==> config.mk <==
export PLATFORM = sky130hd
export DESIGN_NAME = fetch_unit
export DESIGN_NICKNAME = d
export VERILOG_FILES = /design/src/rtl/fetch_unit.sv
export SDC_FILE = /design/constraint.sdc
export NUM_CORES = 1
export LEC_CHECK = 0
export BUFFER_PORTS_ARGS = -buffer_cell sky130_fd_sc_hd__buf_4
export CORE_MARGIN = 5
export CORE_UTILIZATION = 30
export DETAILED_ROUTE_END_ITERATION = 16
export MAX_ROUTING_LAYER = met4
export PLACE_DENSITY = 0.63
export SYNTH_ARGS = -nofsm -noshare
export SYNTH_HDL_FRONTEND = slang
export SYNTH_SLANG_ARGS = --single-unit
==> constraint.sdc <==
create_clock -name CLK -period 4.53 [get_ports CLK]
set_input_delay 0.453 -clock CLK [delete_from_list [all_inputs] [get_ports CLK]]
set_output_delay 0.453 -clock CLK [all_outputs]
set_load 0.005 [all_outputs]
==> src/rtl/fetch_unit.sv <==
// fetch_unit: multicycle instruction fetch / PC sequencer (FETCH -> EXEC -> [MEM] -> FETCH, sticky HALTED)
// Ports:
//   CLK, RST                 clock, async active-high reset
//   ihit, imemload           instruction read done / data; iREN, iaddr request / fetch address (PC)
//   dhit                     data access done; cu_dREN, cu_dWEN decoded data request
//   dmemREN, dmemWEN         data memory request (write wins when both latched)
//   PCSrc, imm16, addr,      next-PC select (NXT/BR/JMP/JR) and its operands
//   jr_addr
//   cu_halt                  decoded halt
//   instruction, instr_valid registered instruction and its valid flag
//   npc, halted              PC+4 link value, sticky halt flag
module fetch_unit #(
    parameter logic [31:0] PC_INIT = 32'h0000_0000
) (
    input  logic        CLK,
    input  logic        RST,
    input  logic        ihit,
    input  logic [31:0] imemload,
    output logic        iREN,
    output logic [31:0] iaddr,
    input  logic        dhit,
    input  logic        cu_dREN,
    input  logic        cu_dWEN,
    output logic        dmemREN,
    output logic        dmemWEN,
    input  logic [1:0]  PCSrc,
    input  logic [15:0] imm16,
    input  logic [25:0] addr,
    input  logic [31:0] jr_addr,
    input  logic        cu_halt,
    output logic [31:0] instruction,
    output logic        instr_valid,
    output logic [31:0] npc,
    output logic        halted
);
    typedef enum logic [1:0] {FETCH, EXEC, MEM, HALTED} state_t;
    state_t      state_q, state_d;
    logic [31:0] pc_q, pc_d, instr_q, instr_d, next_pc, br_off;
    logic        rd_q, rd_d, wr_q, wr_d;
    assign npc     = pc_q + 32'd4;
    assign br_off  = {{14{imm16[15]}}, imm16, 2'b00};
    assign next_pc = (PCSrc == 2'd0) ? npc :
                     (PCSrc == 2'd1) ? npc + br_off :
                     (PCSrc == 2'd2) ? {npc[31:28], addr, 2'b00} : jr_addr;
    assign iREN        = (state_q == FETCH);
    assign iaddr       = pc_q;
    assign instr_valid = (state_q == EXEC) || (state_q == MEM);
    assign dmemWEN     = (state_q == MEM) && wr_q;
    assign dmemREN     = (state_q == MEM) && rd_q && !wr_q;
    assign halted      = (state_q == HALTED);
    assign instruction = instr_q;
    always_comb begin
        state_d = state_q;
        pc_d    = pc_q;
        instr_d = instr_q;
        rd_d    = rd_q;
        wr_d    = wr_q;
        unique case (state_q)
            FETCH: if (ihit) begin
                instr_d = imemload;
                state_d = EXEC;
            end
            EXEC: if (cu_halt) begin
                state_d = HALTED;
            end else if (cu_dREN || cu_dWEN) begin
                rd_d    = cu_dREN;
                wr_d    = cu_dWEN;
                state_d = MEM;
            end else begin
                pc_d    = next_pc;
                state_d = FETCH;
            end
            // PC-update inputs must still be held by the control unit while the access completes
            MEM: if (dhit) begin
                pc_d    = next_pc;
                state_d = FETCH;
            end
            HALTED: state_d = HALTED;
        endcase
    end
    always_ff @(posedge CLK or posedge RST) begin
        if (RST) begin
            state_q <= FETCH;
            pc_q    <= PC_INIT;
            instr_q <= 32'h0;
            rd_q    <= 1'b0;
            wr_q    <= 1'b0;
        end else begin
            state_q <= state_d;
            pc_q    <= pc_d;
            instr_q <= instr_d;
            rd_q    <= rd_d;
            wr_q    <= wr_d;
        end
    end
endmodule

# ---- Yosys cells after proc, flatten, opt, wreduce, memory -nomap -nowiden
# Index checks and enable logic that the tools add are counted.
# W data, S select, Z words.
dict set report word_totals {
  reg_bits 68
  input_bits 115
  output_inout_bits 101
  word_cells 42
}
dict set report classes {
  addsub 2
  eq_ne 9
  n_mux 12
  bitwise_logic 1
  reduce_logical 13
}
# op count
set ops {}
lappend ops {{$mux W32} 6}
lappend ops {{$pmux W32 S2} 1}
lappend ops {{$add A32 B3 Y32 const B} 1}
lappend ops {{$add A32 B32 Y32} 1}
lappend ops {{$mux W2} 4}
lappend ops {{$ne A2 B2 Y1 const B} 4}
lappend ops {{$pmux W2 S4} 1}
lappend ops {{$eq A2 B2 Y1 const B} 3}
lappend ops {{$eq A2 B1 Y1 const B} 2}
lappend ops {{$logic_not A2 Y1} 2}
lappend ops {{$reduce_and A2 Y1} 2}
lappend ops {{$reduce_and A4 Y1} 1}
lappend ops {{$logic_and A1 B1 Y1} 3}
lappend ops {{$reduce_and A3 Y1} 1}
lappend ops {{$logic_or A1 B1 Y1} 2}
lappend ops {{$reduce_bool A2 Y1} 1}
lappend ops {{$logic_not A1 Y1} 1}
lappend ops {{$not A1 Y1} 1}

# ---- Longest topological paths before layout
dict set report depth {
  word_depth 7
  ltp_mapped 15
  depth_no_buf 15
}

# ---- Worst setup path before layout
# Ideal clock, no wire load.
dict set report synth_path {
  path_type {register -> register}
  start {register pc_q[3] (netlist: iaddr[3])}
  end {register pc_q[30] (netlist: iaddr[30])}
  setup_ps 130
  arrival_ps 3271
  required_time_ps 4400
  slack_ps 1129
  stages_incl_launch_ff 15
  n_path_buf 0
  period_less_slack_ps 3401
  path_cell_list {dfrtp_1 ha_1 nand3_1 or3_1 nor4_1 xnor2_1 ha_1 inv_1 o21bai_1 a21oi_1 o21ai_0 a221oi_1 o31a_1 xor2_1 o21ai_0}
}
dict set report synth_via {
  elab_chain_cells 7
  elab_cells_between_ends 9
  classes_between {2 x add/sub; 7 x mux}
}
# element line
set synth_lines {}
lappend synth_lines {{from (decl)} 38} ;# logic [31:0] pc_q, pc_d, instr_q, instr_d, next_pc, br_off;
lappend synth_lines {{from (signal assigned)} 90} ;# pc_q <= pc_d;
lappend synth_lines {{$add A32 B3 Y32 *} 40} ;# assign npc = pc_q + 32'd4;
lappend synth_lines {{named net npc[24]} 33} ;# output logic [31:0] npc,
lappend synth_lines {{$add A32 B32 Y32 *} 43} ;# (PCSrc == 2'd1) ? npc + br_off :
lappend synth_lines {{$mux W32 *} 43}
lappend synth_lines {{$mux W32 *} 42} ;# assign next_pc = (PCSrc == 2'd0) ? npc :
lappend synth_lines {{$mux W32} 65} ;# end else if (cu_dREN || cu_dWEN) begin
lappend synth_lines {{$mux W32} 63} ;# EXEC: if (cu_halt) begin
lappend synth_lines {{$pmux W32 S2 *} 58} ;# unique case (state_q)
# Mark *: on every way through the listed nets, which the timed path passes. The rest lies on a longest branch. The select of a mux whose other input is x is not followed.
# A chain may end at the register's enable or synchronous reset.

# ---- Final worst setup path
dict set report layout_path {
  start {register pc_q[3] (netlist: iaddr[3])}
  end {register pc_q[31] (netlist: iaddr[31])}
}
dict set report layout_via {
  elab_chain_cells 7
  elab_cells_between_ends 9
  classes_between {2 x add/sub; 7 x mux}
}
# element line
set layout_lines {}
lappend layout_lines {{$add A32 B3 Y32 *} 40}
lappend layout_lines {{$add A32 B32 Y32 or $mux W32 (tied branches)} {43, 44}}
lappend layout_lines {{$mux W32} 43}
lappend layout_lines {{$mux W32 *} 42}
lappend layout_lines {{$mux W32} 65}
lappend layout_lines {{$mux W32} 63}
lappend layout_lines {{$pmux W32 S2 *} 58}
# Every way passes the cells marked *; elsewhere a longest branch is shown, timed or not. The select of a mux whose other input is x is not followed.

==> impl_results.rst <==
.. list-table::
   :header-rows: 1

   * - Metric
     - Value
   * - Result of the run
     - finished, final reports clean
   * - Worst Setup Path Type
     - reg -> reg
   * - Sequential power share
     - 0.238
   * - Critical Path AT
     - roughly 4300 ps
   * - Vias after detailed routing
     - 5601
   * - Vias in the first global route
     - 5575
   * - Fill cell count
     - 1805
   * - Setup Skew
     - a little under 10 ps
   * - Detailed placement HPWL
     - about 16000 µm
   * - Width of the chip
     - 147 µm
   * - Post-CTS Setup Bufs
     - 0
   * - Initial antenna violation count
     - 0
   * - Combinational cell fraction of total power
     - 0.616
   * - Syn_area_per_cell
     - around 9.1 µm²
   * - I/O Buffers
     - 215
   * - Worst slew margin
     - 0.374
   * - Hold Fails Final Rpt
     - 0
   * - Post-Place Worst Slack
     - 518 ps
   * - Number of buffers created by CTS
     - 9
   * - Fraction of layout cells with a size suffix above 1
     - 0.356
   * - Yosys warning total
     - 0
   * - Pin count of the biggest net entering global routing
     - between 50 and 60
   * - Final min period
     - 4120 ps
   * - Number of enable-type register cells in the synthesized netlist
     - 0
   * - Buffer type at the clock tree root
     - sky130_fd_sc_hd__clkbuf_16
   * - Number of DRC markers in iteration 0
     - 401
   * - Leading register cell type out of synthesis
     - sky130_fd_sc_hd__dfrtp_1
   * - Antenna diode count
     - 0
   * - ANT nets after route
     - 0
   * - Post-cts resize count
     - 0
   * - Cts-stage hold buffer count
     - 0
   * - Row Count
     - 50
   * - Seq cells post-synth
     - 68
   * - Final weighted congestion in routability-driven placement
     - around 0.94
   * - Distinct cells, synth
     - 65
   * - Clock slew at the register clock pins of the worst setup and hold paths
     - 60 ps
   * - Transition time at the pin with the least slew margin
     - 936 ps
   * - Switching share of power
     - 0.428
   * - Final wirelength
     - slightly above 20000 µm
   * - Peak supply drop
     - 0.172 mV
   * - Worst Setup Slack, final
     - 413 ps
   * - Grt total ovfl
     - 0
   * - Clock latency on the worst-skew pair
     - approximately 340 ps
   * - Part of the Yosys area used for sequential elements
     - 0.301
   * - Die footprint
     - 21700 µm²
   * - Worst setup SP type
     - flop
   * - Standby leakage power
     - 3.65 nW
   * - Internal power contribution
     - 3.06 mW
   * - Max clock buf depth
     - 2
   * - Required time at the endpoint of the critical path
     - 4720 ps
   * - Sinks on the clock net
     - 68
   * - Initial standard-cell utilization of the core
     - 0.304
   * - TritonCTS clock tree
     - done
   * - Fmax
     - 0.243 GHz
   * - Syn_nets
     - 776
   * - Power per standard cell area
     - 681 nW/µm²
   * - Cells after Synth
     - 620
   * - Core region area
     - between 15000 and 20000 µm²
   * - Async set-reset flop share out of synthesis
     - 1.00
   * - Average routed wire per standard cell
     - about 19 µm
   * - First-pass GRT wire length
     - 31200 µm
   * - CTS H-tree depth
     - 3
   * - Die Y-Extent
     - around 150 µm
   * - Total Routing Usage GR
     - 0.187
   * - Final net count
     - 982
   * - Final worst path period share
     - 0.909
   * - Synth-to-Final Area Change
     - 38.6%
   * - Final-report setup violation count
     - 0
   * - Ratio of routed vias to standard cells
     - roughly 5.3
   * - Unrepaired setup endpoints after global routing
     - false
   * - Critical Path Sink Type
     - flop
   * - Worst hold path class
     - in -> async
   * - Final number of max-transition violations
     - 0
   * - Count of boundary I/O pins
     - 216
   * - # DRC
     - 0
   * - Length of the first detailed-routing pass in iterations
     - 4
   * - Share of total power in the clock network
     - 0.146
   * - Number of maximum-capacitance constraint violations
     - 0
   * - Setup TNS after final layout
     - 0 ps
   * - Net load switching power
     - between 2 and 2.5 mW
   * - Synthesized cell area
     - 5660 µm²
   * - Crit-path max FO
     - 6
-- flip-flops by register name, summed over array words and instances, names as in the netlist --
register	flops
iaddr	32
state_q	2
wr_q	1
instruction	32
rd_q	1
-- Yosys cell counts (all sizes together) (5+ instances only) --
cell type	n	area (µm²)
nand4	18	134
inv	20	75.1
dfrtp	68	1700
mux2	34	383
xnor2	40	358
nor3	7	35.0
clkbuf	16	60.1
nand2b	7	43.8
mux2i	15	150
ha	40	500
mux4	12	274
nand3	20	105
nor2	34	128
a21o	15	113
xor2	14	123
a21oi	71	355
o22ai	8	50.1
buf	11	51.3
nor2b	5	31.3
o21ai	28	140
nand2	63	236
and3	6	37.5
-- worst max-delay path: stages, from the launching register on --
cell	delay [ps]
sky130_fd_sc_hd__dfrtp_1	430
sky130_fd_sc_hd__ha_1	270
sky130_fd_sc_hd__nand3_1	210
sky130_fd_sc_hd__nor3_1	560
sky130_fd_sc_hd__and3_1	380
sky130_fd_sc_hd__nand3_1	150
sky130_fd_sc_hd__xnor2_1	290
sky130_fd_sc_hd__ha_1	360
sky130_fd_sc_hd__a21o_1	180
sky130_fd_sc_hd__a21o_1	170
sky130_fd_sc_hd__a21oi_1	290
sky130_fd_sc_hd__a21boi_0	130
sky130_fd_sc_hd__o21ai_0	160
sky130_fd_sc_hd__o211ai_1	120
sky130_fd_sc_hd__xnor2_1	200
sky130_fd_sc_hd__a22oi_2	60
-- final timing paths --
check,cells past startpoint,slack (ps),start,endpoint
min in group CLK,2,340,imemload[15],instruction[15]
worst max register to register,15,410,iaddr[3],iaddr[31]
worst max-delay path,15,410,iaddr[3],iaddr[31]
max in group asynchronous,3,3300,RST,iaddr[14]
worst min register to register,2,480,rd_q,rd_q
worst min-delay path,2,270,RST,instruction[15]
-- cell families (layout without fill, tap and decap cells) --
logic type               Yosys count  in the layout  share of synthesized area
AO/OA/AOI/OAI                    172            172                      0.190
XOR/XNOR                          54             54                     0.0849
adder cells (fa/ha/maj)           41             41                     0.0920
buffers and inverters             47            258                     0.0329
flip-flops                        68             68                      0.301
multiplexers                      61             61                      0.143
AND/OR/NAND/NOR                  177            177                      0.157
-- power by group through the flow --
stage | logic (mW) | clock network (mW) | registers [mW]
after global routing | 3.63 | 0.824 | 1.32
after CTS | 3.31 | 0.800 | 1.26
after detailed placement | 3.29 | 0 | 1.27
after floorplan | 1.96 | 0 | 1.20
final | 3.29 | 0.781 | 1.27
after global placement | 3.28 | 0 | 1.26
-- layout make-up --
| class | instances | area, µm² | area share |
|---|---|---|---|
| clock buffers | 9 | 225 | 0.0287 |
| clock inverters | 7 | 98.8 | 0.0126 |
| inverters | 20 | 75.1 | 0.00957 |
| multi-input cells | 505 | 3780 | 0.482 |
| flip-flops and latches | 68 | 1700 | 0.217 |
| well taps | 234 | 293 | 0.0373 |
| repair buffers | 222 | 1670 | 0.212 |
-- cell usage in the layout, fill, tap and decap left out, types with 5 or more instances in the layout --
master	instances
sky130_fd_sc_hd__a21o_1	15
sky130_fd_sc_hd__a21oi_1	71
sky130_fd_sc_hd__and3_1	6
sky130_fd_sc_hd__buf_4	222
sky130_fd_sc_hd__clkbuf_16	9
sky130_fd_sc_hd__dfrtp_1	68
sky130_fd_sc_hd__ha_1	40
sky130_fd_sc_hd__inv_1	19
sky130_fd_sc_hd__mux2_2	34
sky130_fd_sc_hd__mux2i_1	15
sky130_fd_sc_hd__mux4_2	11
sky130_fd_sc_hd__nand2_1	63
sky130_fd_sc_hd__nand2b_1	7
sky130_fd_sc_hd__nand3_1	19
sky130_fd_sc_hd__nand4_1	16
sky130_fd_sc_hd__nor2_1	34
sky130_fd_sc_hd__nor2b_1	5
sky130_fd_sc_hd__nor3_1	7
sky130_fd_sc_hd__o21ai_0	26
sky130_fd_sc_hd__o22ai_1	8
sky130_fd_sc_hd__xnor2_1	39
sky130_fd_sc_hd__xor2_1	14
-- layer usage --
metal	vias up	global-route usage	wire length, µm
li1	2707	-	-
met5	-	-	0
met4	0	0.0582	320
met1	2668	0.232	8640
met3	22	0.0392	1430
met2	204	0.307	9770
-- through the flow --
step	utilization	power (mW)	std cells	instance area [µm²]	hold WS [ps]
final	0.421	5.34	1065	7840	271
after global routing	0.421	5.77	1065	7840	329
after CTS	0.421	5.38	1065	7840	294
after detailed placement	0.403	4.57	1049	7520	458
after global placement	0.403	4.54	1049	7520	456
after floorplan	-	3.16	620	5660	437
(Power assumes the default switching activity.)
